`src/rtl/multi_ts_acc_corrector_if.sv`:
```
// Handshake and bus bundle for multi_ts_acc_corrector.
// Groups the accumulate, correction, spike-memory and result channels.
// Clock and reset are plain ports on the block and are not part of this bundle.
//   slave  : view of the corrector itself
//   master : view of the surrounding datapath / testbench
// Ports carried:
//   acc_valid/acc_weight/acc_ready       pseudo-accumulate channel
//   corr_valid/corr_addr/corr_weight/corr_ready  correction request channel
//   flush                                end-of-row pulse
//   mem_rd_en/mem_addr/mem_rd_data/mem_rd_valid  fibre-A spike word read port
//   result_data/result_valid/result_ready/sat_flag  packed per-timestep results
interface multi_ts_acc_corrector_if #(
  parameter int TIMESTEPS    = 4,
  parameter int WEIGHT_WIDTH = 8,
  parameter int ACC_WIDTH    = 12,
  parameter int ADDR_WIDTH   = 8
);
  logic                           acc_valid;
  logic [WEIGHT_WIDTH-1:0]        acc_weight;
  logic                           acc_ready;
  logic                           corr_valid;
  logic [ADDR_WIDTH-1:0]          corr_addr;
  logic [WEIGHT_WIDTH-1:0]        corr_weight;
  logic                           corr_ready;
  logic                           flush;
  logic                           mem_rd_en;
  logic [ADDR_WIDTH-1:0]          mem_addr;
  logic [TIMESTEPS-1:0]           mem_rd_data;
  logic                           mem_rd_valid;
  logic [TIMESTEPS*ACC_WIDTH-1:0] result_data;
  logic                           result_valid;
  logic                           result_ready;
  logic                           sat_flag;

  modport slave (
    input  acc_valid, acc_weight, corr_valid, corr_addr, corr_weight, flush,
           mem_rd_data, mem_rd_valid, result_ready,
    output acc_ready, corr_ready, mem_rd_en, mem_addr, result_data,
           result_valid, sat_flag
  );

  modport master (
    output acc_valid, acc_weight, corr_valid, corr_addr, corr_weight, flush,
           mem_rd_data, mem_rd_valid, result_ready,
    input  acc_ready, corr_ready, mem_rd_en, mem_addr, result_data,
           result_valid, sat_flag
  );
endinterface

```
`src/rtl/multi_ts_acc_corrector.sv`:
```
// Pseudo-accumulator and correction engine for the sparse SNN datapath.
// Matched weights are summed into one pseudo-sum as if every timestep fired.
// Corrections are queued and, one at a time, the fibre-A spike word is read
// and the weight is accumulated into corr[t] for every timestep that did not
// fire. At end of row the block presents sat(pseudo - corr[t]) per timestep.
// Ports:
//   clk  rising-edge clock
//   rst  asynchronous active-low reset
//   bus  slave view of multi_ts_acc_corrector_if (acc, corr, flush, memory
//        read, result channels and sticky sat_flag)
module multi_ts_acc_corrector #(
  parameter int TIMESTEPS    = 4,
  parameter int WEIGHT_WIDTH = 8,
  parameter int ACC_WIDTH    = 12,
  parameter int ADDR_WIDTH   = 8,
  parameter int CORR_DEPTH   = 4
) (
  input logic                    clk,
  input logic                    rst,
  multi_ts_acc_corrector_if.slave bus
);

  localparam int PTR_W = (CORR_DEPTH > 1) ? $clog2(CORR_DEPTH) : 1;
  localparam int CNT_W = PTR_W + 1;
  localparam logic [ACC_WIDTH-1:0] ACC_MAX = {1'b0, {(ACC_WIDTH-1){1'b1}}};
  localparam logic [ACC_WIDTH-1:0] ACC_MIN = {1'b1, {(ACC_WIDTH-1){1'b0}}};

  typedef enum logic [2:0] {IDLE, ISSUE, WAIT_DATA, APPLY, OUTPUT} state_t;

  state_t                         state;
  logic [ACC_WIDTH-1:0]           pseudo;
  logic [ACC_WIDTH-1:0]           corr [TIMESTEPS];
  logic [ADDR_WIDTH-1:0]          q_addr [CORR_DEPTH];
  logic [WEIGHT_WIDTH-1:0]        q_weight [CORR_DEPTH];
  logic [PTR_W-1:0]               wr_ptr;
  logic [PTR_W-1:0]               rd_ptr;
  logic [CNT_W-1:0]               count;
  logic                           flush_pending;
  logic [WEIGHT_WIDTH-1:0]        cur_weight;
  logic [TIMESTEPS-1:0]           spike;
  logic                           mem_rd_en_q;
  logic [ADDR_WIDTH-1:0]          mem_addr_q;
  logic [TIMESTEPS*ACC_WIDTH-1:0] result_q;
  logic                           result_valid_q;
  logic                           sat_q;

  logic                           q_full;
  logic                           q_empty;
  logic                           acc_fire;
  logic                           push;
  logic                           pop;
  logic                           accepting;
  logic [ACC_WIDTH:0]             acc_wide;
  logic [ACC_WIDTH:0]             corr_wide [TIMESTEPS];
  logic [ACC_WIDTH:0]             res_wide [TIMESTEPS];
  logic [TIMESTEPS*ACC_WIDTH-1:0] res_vec;
  logic                           res_ovf;

  // One guard bit above the accumulator is enough to detect any single
  // add/subtract overflow of two in-range operands.
  function automatic logic [ACC_WIDTH:0] ext_w(input logic [WEIGHT_WIDTH-1:0] w);
    ext_w = {{(ACC_WIDTH+1-WEIGHT_WIDTH){w[WEIGHT_WIDTH-1]}}, w};
  endfunction

  function automatic logic [ACC_WIDTH:0] ext_a(input logic [ACC_WIDTH-1:0] a);
    ext_a = {a[ACC_WIDTH-1], a};
  endfunction

  function automatic logic ovf(input logic [ACC_WIDTH:0] v);
    ovf = v[ACC_WIDTH] ^ v[ACC_WIDTH-1];
  endfunction

  function automatic logic [ACC_WIDTH-1:0] clip(input logic [ACC_WIDTH:0] v);
    if (ovf(v)) clip = v[ACC_WIDTH] ? ACC_MIN : ACC_MAX;
    else        clip = v[ACC_WIDTH-1:0];
  endfunction

  // Both request channels close once a flush is latched or results are
  // being presented, so nothing from the next row leaks into this one.
  assign accepting = !flush_pending && (state != OUTPUT);
  assign q_full    = (count == CNT_W'(CORR_DEPTH));
  assign q_empty   = (count == '0);
  assign acc_fire  = bus.acc_valid && accepting;
  assign push      = bus.corr_valid && accepting && !q_full;
  assign pop       = (state == IDLE) && !q_empty;

  assign bus.acc_ready    = accepting;
  assign bus.corr_ready   = accepting && !q_full;
  assign bus.mem_rd_en    = mem_rd_en_q;
  assign bus.mem_addr     = mem_addr_q;
  assign bus.result_data  = result_q;
  assign bus.result_valid = result_valid_q;
  assign bus.sat_flag     = sat_q;

  // Saturating candidates for every datapath update, plus the packed
  // end-of-row results and whether any lane clipped.
  always_comb begin
    res_ovf  = 1'b0;
    res_vec  = '0;
    acc_wide = ext_a(pseudo) + ext_w(bus.acc_weight);
    for (int t = 0; t < TIMESTEPS; t++) begin
      corr_wide[t] = ext_a(corr[t]) + ext_w(cur_weight);
      res_wide[t]  = ext_a(pseudo) - ext_a(corr[t]);
      res_vec[t*ACC_WIDTH +: ACC_WIDTH] = clip(res_wide[t]);
      res_ovf = res_ovf | ovf(res_wide[t]);
    end
  end

  // Accumulate path, correction queue and correction/output state machine.
  // They share one block because the result handshake clears registers
  // that the accumulate and apply paths otherwise own.
  always_ff @(posedge clk or negedge rst) begin
    if (!rst) begin
      state          <= IDLE;
      pseudo         <= '0;
      wr_ptr         <= '0;
      rd_ptr         <= '0;
      count          <= '0;
      flush_pending  <= 1'b0;
      cur_weight     <= '0;
      spike          <= '0;
      mem_rd_en_q    <= 1'b0;
      mem_addr_q     <= '0;
      result_q       <= '0;
      result_valid_q <= 1'b0;
      sat_q          <= 1'b0;
      for (int t = 0; t < TIMESTEPS; t++) corr[t] <= '0;
      for (int i = 0; i < CORR_DEPTH; i++) begin
        q_addr[i]   <= '0;
        q_weight[i] <= '0;
      end
    end else begin
      mem_rd_en_q <= 1'b0;

      if (acc_fire) begin
        pseudo <= clip(acc_wide);
        if (ovf(acc_wide)) sat_q <= 1'b1;
      end

      if (bus.flush && accepting) flush_pending <= 1'b1;

      if (push) begin
        q_addr[wr_ptr]   <= bus.corr_addr;
        q_weight[wr_ptr] <= bus.corr_weight;
        wr_ptr           <= wr_ptr + PTR_W'(1);
      end

      case ({push, pop})
        2'b10:   count <= count + CNT_W'(1);
        2'b01:   count <= count - CNT_W'(1);
        default: ;
      endcase

      case (state)
        IDLE: begin
          if (!q_empty) begin
            mem_addr_q  <= q_addr[rd_ptr];
            cur_weight  <= q_weight[rd_ptr];
            rd_ptr      <= rd_ptr + PTR_W'(1);
            mem_rd_en_q <= 1'b1;
            state       <= ISSUE;
          end else if (flush_pending) begin
            result_q       <= res_vec;
            result_valid_q <= 1'b1;
            if (res_ovf) sat_q <= 1'b1;
            state          <= OUTPUT;
          end
        end
        ISSUE: state <= WAIT_DATA;
        WAIT_DATA: begin
          if (bus.mem_rd_valid) begin
            spike <= bus.mem_rd_data;
            state <= APPLY;
          end
        end
        APPLY: begin
          // Timesteps that did not spike must not see this weight.
          for (int t = 0; t < TIMESTEPS; t++) begin
            if (!spike[t]) begin
              corr[t] <= clip(corr_wide[t]);
              if (ovf(corr_wide[t])) sat_q <= 1'b1;
            end
          end
          state <= IDLE;
        end
        OUTPUT: begin
          if (bus.result_ready) begin
            pseudo         <= '0;
            flush_pending  <= 1'b0;
            sat_q          <= 1'b0;
            result_q       <= '0;
            result_valid_q <= 1'b0;
            for (int t = 0; t < TIMESTEPS; t++) corr[t] <= '0;
            state          <= IDLE;
          end
        end
        default: state <= IDLE;
      endcase
    end
  end

endmodule

```
`src/flat_wrapper.sv`:
```
// flat-port wrapper written by rule: the top's interface ports become plain ports
module multi_ts_acc_corrector_flat 
#(
  parameter int TIMESTEPS    = 4,
  parameter int WEIGHT_WIDTH = 8,
  parameter int ACC_WIDTH    = 12,
  parameter int ADDR_WIDTH   = 8,
  parameter int CORR_DEPTH   = 4
)
  (clk, rst, bus_acc_valid, bus_acc_weight, bus_corr_valid, bus_corr_addr, bus_corr_weight, bus_flush, bus_mem_rd_data, bus_mem_rd_valid, bus_result_ready, bus_acc_ready, bus_corr_ready, bus_mem_rd_en, bus_mem_addr, bus_result_data, bus_result_valid, bus_sat_flag);
  multi_ts_acc_corrector_if #(.TIMESTEPS(TIMESTEPS), .WEIGHT_WIDTH(WEIGHT_WIDTH), .ACC_WIDTH(ACC_WIDTH), .ADDR_WIDTH(ADDR_WIDTH)) bus_i ();
  input logic clk;
  input logic rst;
  input wire logic [$bits(bus_i.acc_valid)-1:0] bus_acc_valid;
  input wire logic [$bits(bus_i.acc_weight)-1:0] bus_acc_weight;
  input wire logic [$bits(bus_i.corr_valid)-1:0] bus_corr_valid;
  input wire logic [$bits(bus_i.corr_addr)-1:0] bus_corr_addr;
  input wire logic [$bits(bus_i.corr_weight)-1:0] bus_corr_weight;
  input wire logic [$bits(bus_i.flush)-1:0] bus_flush;
  input wire logic [$bits(bus_i.mem_rd_data)-1:0] bus_mem_rd_data;
  input wire logic [$bits(bus_i.mem_rd_valid)-1:0] bus_mem_rd_valid;
  input wire logic [$bits(bus_i.result_ready)-1:0] bus_result_ready;
  output wire logic [$bits(bus_i.acc_ready)-1:0] bus_acc_ready;
  output wire logic [$bits(bus_i.corr_ready)-1:0] bus_corr_ready;
  output wire logic [$bits(bus_i.mem_rd_en)-1:0] bus_mem_rd_en;
  output wire logic [$bits(bus_i.mem_addr)-1:0] bus_mem_addr;
  output wire logic [$bits(bus_i.result_data)-1:0] bus_result_data;
  output wire logic [$bits(bus_i.result_valid)-1:0] bus_result_valid;
  output wire logic [$bits(bus_i.sat_flag)-1:0] bus_sat_flag;
  assign bus_i.acc_valid = bus_acc_valid;
  assign bus_i.acc_weight = bus_acc_weight;
  assign bus_i.corr_valid = bus_corr_valid;
  assign bus_i.corr_addr = bus_corr_addr;
  assign bus_i.corr_weight = bus_corr_weight;
  assign bus_i.flush = bus_flush;
  assign bus_i.mem_rd_data = bus_mem_rd_data;
  assign bus_i.mem_rd_valid = bus_mem_rd_valid;
  assign bus_i.result_ready = bus_result_ready;
  assign bus_acc_ready = bus_i.acc_ready;
  assign bus_corr_ready = bus_i.corr_ready;
  assign bus_mem_rd_en = bus_i.mem_rd_en;
  assign bus_mem_addr = bus_i.mem_addr;
  assign bus_result_data = bus_i.result_data;
  assign bus_result_valid = bus_i.result_valid;
  assign bus_sat_flag = bus_i.sat_flag;
  multi_ts_acc_corrector #(.TIMESTEPS(TIMESTEPS), .WEIGHT_WIDTH(WEIGHT_WIDTH), .ACC_WIDTH(ACC_WIDTH), .ADDR_WIDTH(ADDR_WIDTH), .CORR_DEPTH(CORR_DEPTH)) u_core (.clk(clk), .rst(rst), .bus(bus_i));
endmodule
```
`config.mk`:
```
export PLATFORM = sky130hd
export DESIGN_NAME = multi_ts_acc_corrector_flat
export DESIGN_NICKNAME = d
export VERILOG_FILES = /design/src/rtl/multi_ts_acc_corrector_if.sv /design/src/rtl/multi_ts_acc_corrector.sv /design/src/flat_wrapper.sv
export SDC_FILE = /design/constraint.sdc
export NUM_CORES = 1
export LEC_CHECK = 0
export BUFFER_PORTS_ARGS = -buffer_cell sky130_fd_sc_hd__clkbuf_2
export CAP_MARGIN = 30
export CORE_ASPECT_RATIO = 1.4
export CORE_MARGIN = 4
export CORE_UTILIZATION = 44
export DETAILED_ROUTE_END_ITERATION = 8
export PLACE_DENSITY = 0.61
export SYNTH_ARGS = -nofsm -noshare
export SYNTH_HDL_FRONTEND = slang
export SYNTH_SLANG_ARGS = --single-unit
```
`constraint.sdc`:
```
create_clock -name clk -period 5 [get_ports clk]
set_input_delay 1 -clock clk [delete_from_list [all_inputs] [get_ports clk]]
set_output_delay 1 -clock clk [all_outputs]
set_load 0.01 [all_outputs]
```
==> results_dict.tcl, run 1 <==
set metrics [dict create \
    critPathRequiredTime_ns 5.37 \
    gr-usage-all-layers_pct 20.1 \
    slew_headroom_pct 30.4 \
    synth_area_leaders "dfrtp_1, ha_1, mux2_2, o21ai_0, nor2_1" \
    row_count 75 \
    grt_pass1_vias 10900 \
    ctsHoldBuffers 0 \
    stdcell_area_um2 15300 \
    clkSlewWorstSetupHoldPaths_ns 0.07 \
    wl_mm 33.6 \
    area_delta_synth_final_pct 13.1 \
    synth_compound_area_share_pct 16.2 \
    io_buffer_count 95 \
    synthSimpleGateAreaFrac_pct 13.8 \
    criticalPathCategory "reg -> reg" \
    diodes 0 \
    hp-class "reg -> reg" \
    cpMostUsedCell "inv_1" \
    cp_slowest_stage_delay_ns 0.56 \
    setup_violations 0 \
    place_area_um2 14400 \
    synth_xor_area_share_pct 5.51 \
    cts_tree "yes" \
    dieArea_um2 33600 \
    hold_viol_final 0 \
    avgSynthCellArea_um2 9.47 \
    synth_area_leader_cell "dfrtp_1" \
    ff2ff_setup_slack_ns 1.0 \
    synth_edf_count 0 \
    die_h_um 215 \
    start_kind "flop" \
    cp_num_buf_inv 2 \
    yosysMostFrequentCell "dfrtp_1" \
    initial_core_util_pct 44.9 \
    synth.distinct_cells 72 \
    fin_crit_ns 4.00 \
    drc 0 \
    die_x_um 156 \
    ctsResizeCount 0 \
    clk-insertion-delay-late_ns 0.52 \
    power.leakage_uw 0.00731 \
    drt-initial-drc-count 387 \
    drv_cap 0 \
    vdd_drop_max_v 0.000476 \
    cts_setup_buffers 0 \
    post-dp-hpwl_mm 25.4 \
    dr.pass1.iters 5 \
    path_cells "inv_1 -> ha_1 -> inv_1 -> fa_1 -> a211oi_1 -> nor2_1 -> or3_1 -> a31o_2 -> a21o_1 -> a2111oi_0 -> a21oi_1 -> o21ai_1 -> o21ai_0" \
    critPathSlowestCell "o21ai_1" \
    synth-async-reset-ratio_pct 100 \
    ys_ff_latch 206 \
    fin_skew_ns 0.00650 \
    max_freq_mhz 250 \
    antenna_left 0 \
    layout_worst_path_cycle_share_pct 80.0 \
    final_max_slew_viol_count 0 \
    io_pins 96 \
    synth_top_area_share_pct 38.1 \
    yosys-top-cells-count "dfrtp_1, nor2_1, nand2_1" \
    viasPerCell 5.51 \
    numCtsBuffers 22 \
    worstPathMaxFanout 11 \
    ys.flop_type "dfrtp_1" \
    drive_above_1_share_pct 17.4 \
    worst_slew_pin_slew_ns 1.04 \
    clock_sinks 206 \
    tns_ns 0 \
    clk_path_buf_depth 3 \
    grt_start_max_net_pins 91 \
    vias 10600 \
    clock-root-buffer "clkbuf_16" \
    synthesis.nets 1586 \
    p_per_area_nw_per_um2 790 \
    num-fill-cells 2766 \
    cts_max_level 1 \
    wl_per_cell_um 17.5 \
    antenna_found_initial 1 \
    gr-total-overflow 0 \
    regArea_um2 5150 \
    synthAdderAreaFrac_pct 12.9 \
    multi_input_area_um2 7890 \
    synth.mux.area_fraction_pct 9.88 \
    placeableCoreArea_um2 30100 \
    fin_nets 1677 \
    grt_pass1_wl_mm 55.4 \
    synth_area_um2 13500 \
    path_delay_family "compound AO/OA/AOI/OAI gates" \
    rsz0062_at_grt "no" \
    synth_top_family_by_area "compound AO/OA/AOI/OAI gates" \
    status "complete, no violations" \
    arrival_ns 4.37 \
    routabilityCongestion 0.914 \
    yosysSeqAreaShare_pct 38.1 \
    end_kind "flop" \
    yosys_warnings 0 \
    syn_inst 1428 \
]
[per-layer routing]
metal / vias up / wire [µm] / global-route usage (%)
met1: 5047 / 14500 / 25.3
met2: 214 / 16500 / 35.2
li1: 5250 / - / -
met4: 2 / 966 / 6.43
met5: - / 8 / 0
met3: 56 / 1520 / 3.03
[through the flow]
stage | instances | total power, µW | hold WS (ns) | setup slack (ns) | util (%)
floorplan | 1428 | 8330 | 0.450 | 1.60 | -
global route | 1919 | 13300 | 0.508 | 0.742 | 50.8
detailed placement | 1879 | 10300 | 0.469 | 0.897 | 47.9
finish | 1919 | 12100 | 0.476 | 0.999 | 50.8
global placement | 1879 | 10100 | 0.462 | 0.988 | 47.9
CTS | 1918 | 12200 | 0.481 | 0.983 | 50.7
[worst min-delay path, delay by kind of cell, from the launching register on]
family / cells / cell delay, ns
flip-flops: 1 / 0.34
AO/OA/AOI/OAI: 1 / 0.06
AND/OR/NAND/NOR: 1 / 0.05
[flip-flops by register name, indices dropped and copies added, names as in the netlist]
| register | flops |
|---|---|
| u_core.state | 3 |
| u_core.corr | 48 |
| u_core.count | 3 |
| u_core.bus.result_valid | 1 |
| u_core.q_addr | 32 |
| u_core.flush_pending | 1 |
| u_core.spike | 4 |
| u_core.bus.mem_addr | 8 |
| u_core.bus.sat_flag | 1 |
| u_core.pseudo | 12 |
| u_core.bus.result_data | 48 |
| u_core.bus.mem_rd_en | 1 |
| u_core.wr_ptr | 2 |
| u_core.q_weight | 32 |
| u_core.cur_weight | 8 |
| u_core.rd_ptr | 2 |
[cell type report]
type | instances | share of cell area (%)
Inverter | 86 | 2.11
Multi-Input combinational cell | 1095 | 51.6
Clock buffer | 29 | 4.24
Sequential cell | 206 | 33.7
Timing Repair Buffer | 108 | 4.02
Tap cell | 385 | 3.15
Clock inverter | 10 | 1.18
[placed cells by master (no fill, tap or decap), drive strengths merged, types with 25 or more instances in the layout]
cell type	n
ha	113
xnor2	53
inv	86
a21oi	81
nor3	27
dfrtp	206
nor2	145
clkbuf	124
nand2	138
nand3	25
xor2	32
o21ai	145
mux2	83
[final timing paths]
path	from	end	depth (start not counted)
worst max-delay path	u_core.pseudo[0]	u_core.bus.result_data[15]	13
worst min-delay path	u_core.bus.result_data[18]	u_core.bus.result_data[18]	2
worst max register to register	u_core.pseudo[0]	u_core.bus.result_data[15]	13
worst min register to register	u_core.bus.result_data[18]	u_core.bus.result_data[18]	2
max in group asynchronous	rst	u_core.corr[21]	2
min in group asynchronous	rst	u_core.q_weight[12]	1
[cell families after synthesis]
| family | count (synthesis) |
|---|---|
| muxes | 103 |
| buffers and inverters | 127 |
| DFF | 206 |
| and+or+nand+nor | 415 |
| adders and majority gates | 136 |
| xor gates and xnor gates | 85 |
| AOI/OAI and AO/OA | 356 |
[power by group]
group | internal (µW) | switching, µW | leakage [µW] | total (µW)
Clock | 1170 | 691 | 0.000403 | 1860
Sequential | 2360 | 675 | 0.00265 | 3040
Combinational | 3120 | 4070 | 0.00426 | 7190
No activity file was read; power rests on OpenSTA's default activity.
==> inputs of run 2 (changes only) <==
Settings changed: ABC_AREA set to 1.
Clock period 5 ns to 3.7 ns, I/O delays scaled along.
==> run 2 against run 1 <==
Largest power group unchanged. Largest cell class unchanged. Die area rose by 0.97%. Wire length rose by 10%. Critical path depth rose by 3. Worst setup slack got worse by 0.22 ns.
==> results_dict.tcl, run 2 <==
set metrics [dict create \
    status "complete, no violations" \
    finalWorstSetupSlack_ns 0.779 \
    layout_common_cells "nand2_1, o21ai_0, dfrtp_1, inv_1, ha_1" \
    io_pins 96 \
    cpMostUsedCell "nand2_1" \
    post-dp-hpwl_mm 27.9 \
    slew_headroom_pct 32.7 \
    synth.distinct_cells 41 \
    yosysSeqAreaShare_pct 37.8 \
    drive_above_1_share_pct 9.79 \
    vdd_drop_max_v 0.000418 \
    worstPathMaxFanout 10 \
    synth_edf_count 0 \
    critPathRequiredTime_ns 4.10 \
    criticalPathCategory "reg -> reg" \
    syn_inst 1803 \
    cp_slowest_stage_delay_ns 0.45 \
    routabilityCongestion 0.908 \
    placeableCoreArea_um2 30700 \
    layout_commonest_cell "nand2_1" \
    wl_per_cell_um 16.1 \
    path_cells "inv_1 -> ha_1 -> inv_1 -> fa_1 -> nand3_1 -> nand2_1 -> nand3_1 -> nand4_1 -> nand2_1 -> inv_1 -> nand2_1 -> nand2_1 -> nor2_1 -> nand3_1 -> nand2_1 -> nand3_1" \
    gr-total-overflow 0 \
    layout_worst_path_cycle_share_pct 78.9 \
    cts_setup_buffers 0 \
    dr.pass1.iters 5 \
    clock-root-buffer "clkbuf_16" \
    yosys_warnings 0 \
    rsz0062_at_grt "no" \
    yosys-top-cells-count "nand2_1, o21ai_0, dfrtp_1" \
    end_kind "flop" \
    ctsResizeCount 0 \
    final_max_slew_viol_count 0 \
    diodes 0 \
    die_x_um 157 \
    antenna_found_initial 0 \
    clk_path_buf_depth 3 \
    ys.flop_type "dfrtp_1" \
    yosysMostFrequentCell "nand2_1" \
    ys_ff_latch 206 \
    start_kind "flop" \
    antenna_left 0 \
    hold_viol_final 0 \
    viasPerCell 5.26 \
    grt_start_max_net_pins 90 \
    max_freq_mhz 342 \
    ctsHoldBuffers 0 \
    fin_nets 2054 \
    place_ws_ns 0.829 \
    power.leakage_uw 0.00818 \
    worst_slew_pin_slew_ns 1.01 \
    row_count 76 \
    clkSlewWorstSetupHoldPaths_ns 0.07 \
    cts_tree "yes" \
    initial_core_util_pct 44.5 \
    clock_sinks 206 \
    avgSynthCellArea_um2 7.57 \
    synthesis.nets 1961 \
    clk-insertion-delay-late_ns 0.53 \
    synth_area_um2 13700 \
    drt-initial-drc-count 644 \
    synth_area_leader_cell "dfrtp_1" \
    io_buffer_count 95 \
    fin_crit_ns 2.92 \
    synth_top_area_share_pct 37.8 \
    arrival_ns 3.33 \
    die_h_um 216 \
    grt_pass1_vias 12500 \
    hp-class "in -> async" \
    drv_cap 0 \
    cts_max_level 1 \
    vias 12100 \
    dieArea_um2 34000 \
    p_per_area_nw_per_um2 1100 \
    gr-usage-all-layers_pct 22.3 \
    synth_area_leaders "dfrtp_1, nand2_1, ha_1, o21ai_0, inv_1" \
    synth-async-reset-ratio_pct 100 \
    tns_ns 0 \
    area_delta_synth_final_pct 13.4 \
    numCtsBuffers 23 \
    setup_violations 0 \
    grt_pass1_wl_mm 61.6 \
    wl_mm 37.1 \
    critPathSlowestCell "fa_1" \
    drc 0 \
    fin_skew_ns 0.0148 \
]
run 2: worst max-delay path: cells and delay by family (launching register included):
kind | cells | cell delay, ns
flip-flops | 1 | 0.40
adder cells (fa/ha/maj) | 2 | 0.65
AND/OR/NAND/NOR | 11 | 1.39
buffers and inverters | 3 | 0.34
run 2: cell families (layout without fill, tap and decap cells):
| family | count (synthesis) | after routing | synth area share (%) |
|---|---|---|---|
| simple gates | 724 | 724 | 21.8 |
| compound gates | 427 | 427 | 16.8 |
| buf+inv | 253 | 360 | 7.28 |
| flops | 206 | 206 | 37.8 |
| fa+ha+maj | 123 | 123 | 11.8 |
| xor+xnor | 70 | 70 | 4.49 |
run 2: final cells by class:
cell class,count,area (µm²)
timing repair buffer,109,721
inverter,212,801
tap,390,488
fill,3036,15200
sequential,206,5150
clock buffer,27,611
clock inverter,12,194
multi-input combinational,1344,7510
run 2: through the flow:
step,power (µW),cells,util [%],instance area (µm²),hold WS (ns)
finish,17000,2300,50.4,15500,0.208
CTS,17100,2300,50.4,15500,0.237
floorplan,11700,1803,-,13700,0.444
global placement,14300,2256,47.4,14500,0.458
detailed placement,14500,2261,47.8,14700,0.464
global route,18800,2300,50.4,15500,0.249
run 2: final timing paths:
path                                       startpoint                         end  slack, ns  cells after the start
setup reg to reg                     u_core.pseudo[0]         u_core.bus.sat_flag       0.78                     16
min in group clk           u_core.bus.result_data[24]  u_core.bus.result_data[24]       0.48                      1
hold / removal                                    rst  u_core.bus.result_data[12]       0.21                      1
setup / recovery                     u_core.pseudo[0]         u_core.bus.sat_flag       0.78                     16
hold reg to reg            u_core.bus.result_data[24]  u_core.bus.result_data[24]       0.48                      1
max in group asynchronous                         rst  u_core.bus.result_data[13]       2.65                      2
run 2: per-layer routing:
metal	vias up	global-route usage [%]	share of wire, %
met1	5647	27.6	43
met5	-	0	0
li1	6144	-	-
met3	77	2.96	4.4
met2	241	39.8	49
met4	0	7.61	3.2
run 2: power by group:
group	total, µW	switching (µW)	internal [µW]
logic	10400	6550	3850
clock network	2490	962	1520
registers	4130	921	3210
==> inputs of run 3 (changes only) <==
Clock period 3.7 ns to 2.7 ns, I/O delays scaled along.
==> run 3 against run 2 <==
The run now ends with negative hold slack left. Core utilization increased by 0.97 points. Clock power rose by 32%. Cell count is 1.8% higher. Worst setup slack got worse by 0.58 ns. Register-to-register slack worse by 0.58 ns. Sequential cell count did not move.
==> results_dict.tcl, run 3 (synthesis gave the netlist of run 2 again) <==
set metrics [dict create \
    setup_violations 0 \
    layout_common_cells "nand2_1, o21ai_0, dfrtp_1, inv_1, ha_1" \
    status "finished with violations" \
    power.leakage_uw 0.00834 \
    final_max_slew_viol_count 0 \
    fin_nets 2095 \
    viasPerCell 5.23 \
    path_cells "buf_12 -> ha_1 -> nand2_1 -> nor2_1 -> nand3_1 -> nand3_1 -> nand2_1 -> nand2_1 -> inv_1 -> nand2_1 -> nand2_2 -> o21ai_0 -> nand2_1" \
    initial_core_util_pct 44.5 \
    start_kind "flop" \
    place_area_um2 15000 \
    clk-insertion-delay-late_ns 0.51 \
    clock-root-buffer "clkbuf_16" \
    end_kind "flop" \
    whs_ns -0.0117 \
    drv_cap 0 \
    diodes 0 \
    gr-usage-all-layers_pct 22.2 \
    p_per_area_nw_per_um2 1530 \
    ctsHoldBuffers 0 \
    clock_sinks 206 \
    hp-class "in -> async" \
    drive_above_1_share_pct 12.2 \
    grt_pass1_vias 12200 \
    max_freq_mhz 401 \
    cp_num_buf_inv 2 \
    grt_start_max_net_pins 64 \
    vias 12200 \
    cts_tree "yes" \
    cp_slowest_stage_delay_ns 0.49 \
    cts_max_level 1 \
    cp.depth 13 \
    die_h_um 216 \
    tns_ns 0 \
    dr.pass1.iters 5 \
    routabilityCongestion 0.917 \
    antenna_found_initial 0 \
    wl_per_cell_um 16.0 \
    hold_viol_final 7 \
    worst_slew_pin_slew_ns 0.552 \
    vdd_drop_max_v 0.000699 \
    layout_commonest_cell "nand2_1" \
    path_delay_family "simple AND/OR/NAND/NOR gates" \
    area_delta_synth_final_pct 15.6 \
    io_buffer_count 95 \
    r2r_cells 13 \
    layout_worst_path_cycle_share_pct 92.5 \
    numCtsBuffers 23 \
    slew_headroom_pct 63.2 \
    stdcell_area_um2 15800 \
    critPathSlowestCell "dfrtp_1" \
    arrival_ns 2.87 \
    clk_path_buf_depth 3 \
    fin_skew_ns 0.0136 \
    wl_mm 37.5 \
    criticalPathCategory "reg -> reg" \
    drc 0 \
    fin_crit_ns 2.50 \
    dieArea_um2 34000 \
    die_x_um 157 \
    grt_pass1_wl_mm 61.6 \
    rsz0062_at_grt "no" \
    violations "negative hold slack" \
    critPathRequiredTime_ns 3.07 \
    clkSlewWorstSetupHoldPaths_ns 0.06 \
    drt-initial-drc-count 551 \
    gr-total-overflow 0 \
    worstPathMaxFanout 10 \
    num-fill-cells 3084 \
    placeableCoreArea_um2 30700 \
    io_pins 96 \
    place_ws_ns 0.0417 \
    finalWorstSetupSlack_ns 0.204 \
    antenna_left 0 \
    cpMostUsedCell "nand2_1" \
    row_count 76 \
    post-dp-hpwl_mm 28.5 \
]
run 3: path summary, 6_finish.rpt:
check | start | endpoint | slack [ns]
max | u_core.pseudo[11] | u_core.bus.result_data[16] | 0.20
min | rst | u_core.corr[10] | -0.01
max reg2reg | u_core.pseudo[11] | u_core.bus.result_data[16] | 0.20
min reg2reg | u_core.bus.result_data[24] | u_core.bus.result_data[24] | 0.47
max in group asynchronous | rst | u_core.cur_weight[0] | 1.99
min in group clk | bus_flush | u_core.flush_pending | 0.24
run 3: report_power, final:
part	switching (µW)	total [µW]	internal, µW	leakage, µW
sequential	1100	5510	4410	0.00264
combinational	9380	15400	5980	0.00533
clock	1310	3290	1980	0.000377
run 3: worst reg2reg max path: cells and delay by family (launching register included):
family / cells / cell delay [ns]
buffers and inverters: 2 / 0.25
flip-flops: 1 / 0.49
AND/OR/NAND/NOR: 9 / 0.95
adder cells (fa/ha/maj): 1 / 0.38
AO/OA/AOI/OAI: 1 / 0.29
run 3: cell type report:
cell class | count | area (µm²) | share of cell area, %
multi-input combinational | 1344 | 7530 | 47.8
sequential | 206 | 5160 | 32.7
timing repair buffer | 150 | 1010 | 6.41
inverter | 212 | 801 | 5.07
clock buffer | 30 | 652 | 4.13
tap | 390 | 488 | 3.09
clock inverter | 9 | 135 | 0.856
run 3: through the flow:
stage / cells / power [µW] / utilization (%)
after floorplan: 1803 / 16100 / -
final: 2341 / 24200 / 51.4
after CTS: 2339 / 24000 / 51.2
after global routing: 2341 / 26600 / 51.4
after global placement: 2299 / 20400 / 48.6
after detailed placement: 2300 / 20600 / 48.7
run 3: repair_timing:
action / 4_1_cts / 5_1_grt
endpoints found under the setup margin: 0 / 37
resized for setup: 0 / 13
setup buffers: 0 / 2
endpoints found under the hold margin: 0 / 0
run 3: layer usage:
metal	share of wire, %	global-route usage (%)	routed length, µm
met1	43	27.4	16200
met2	50	40.4	18800
met3	3.6	2.36	1350
met4	3.2	6.57	1200
met5	0	0	0
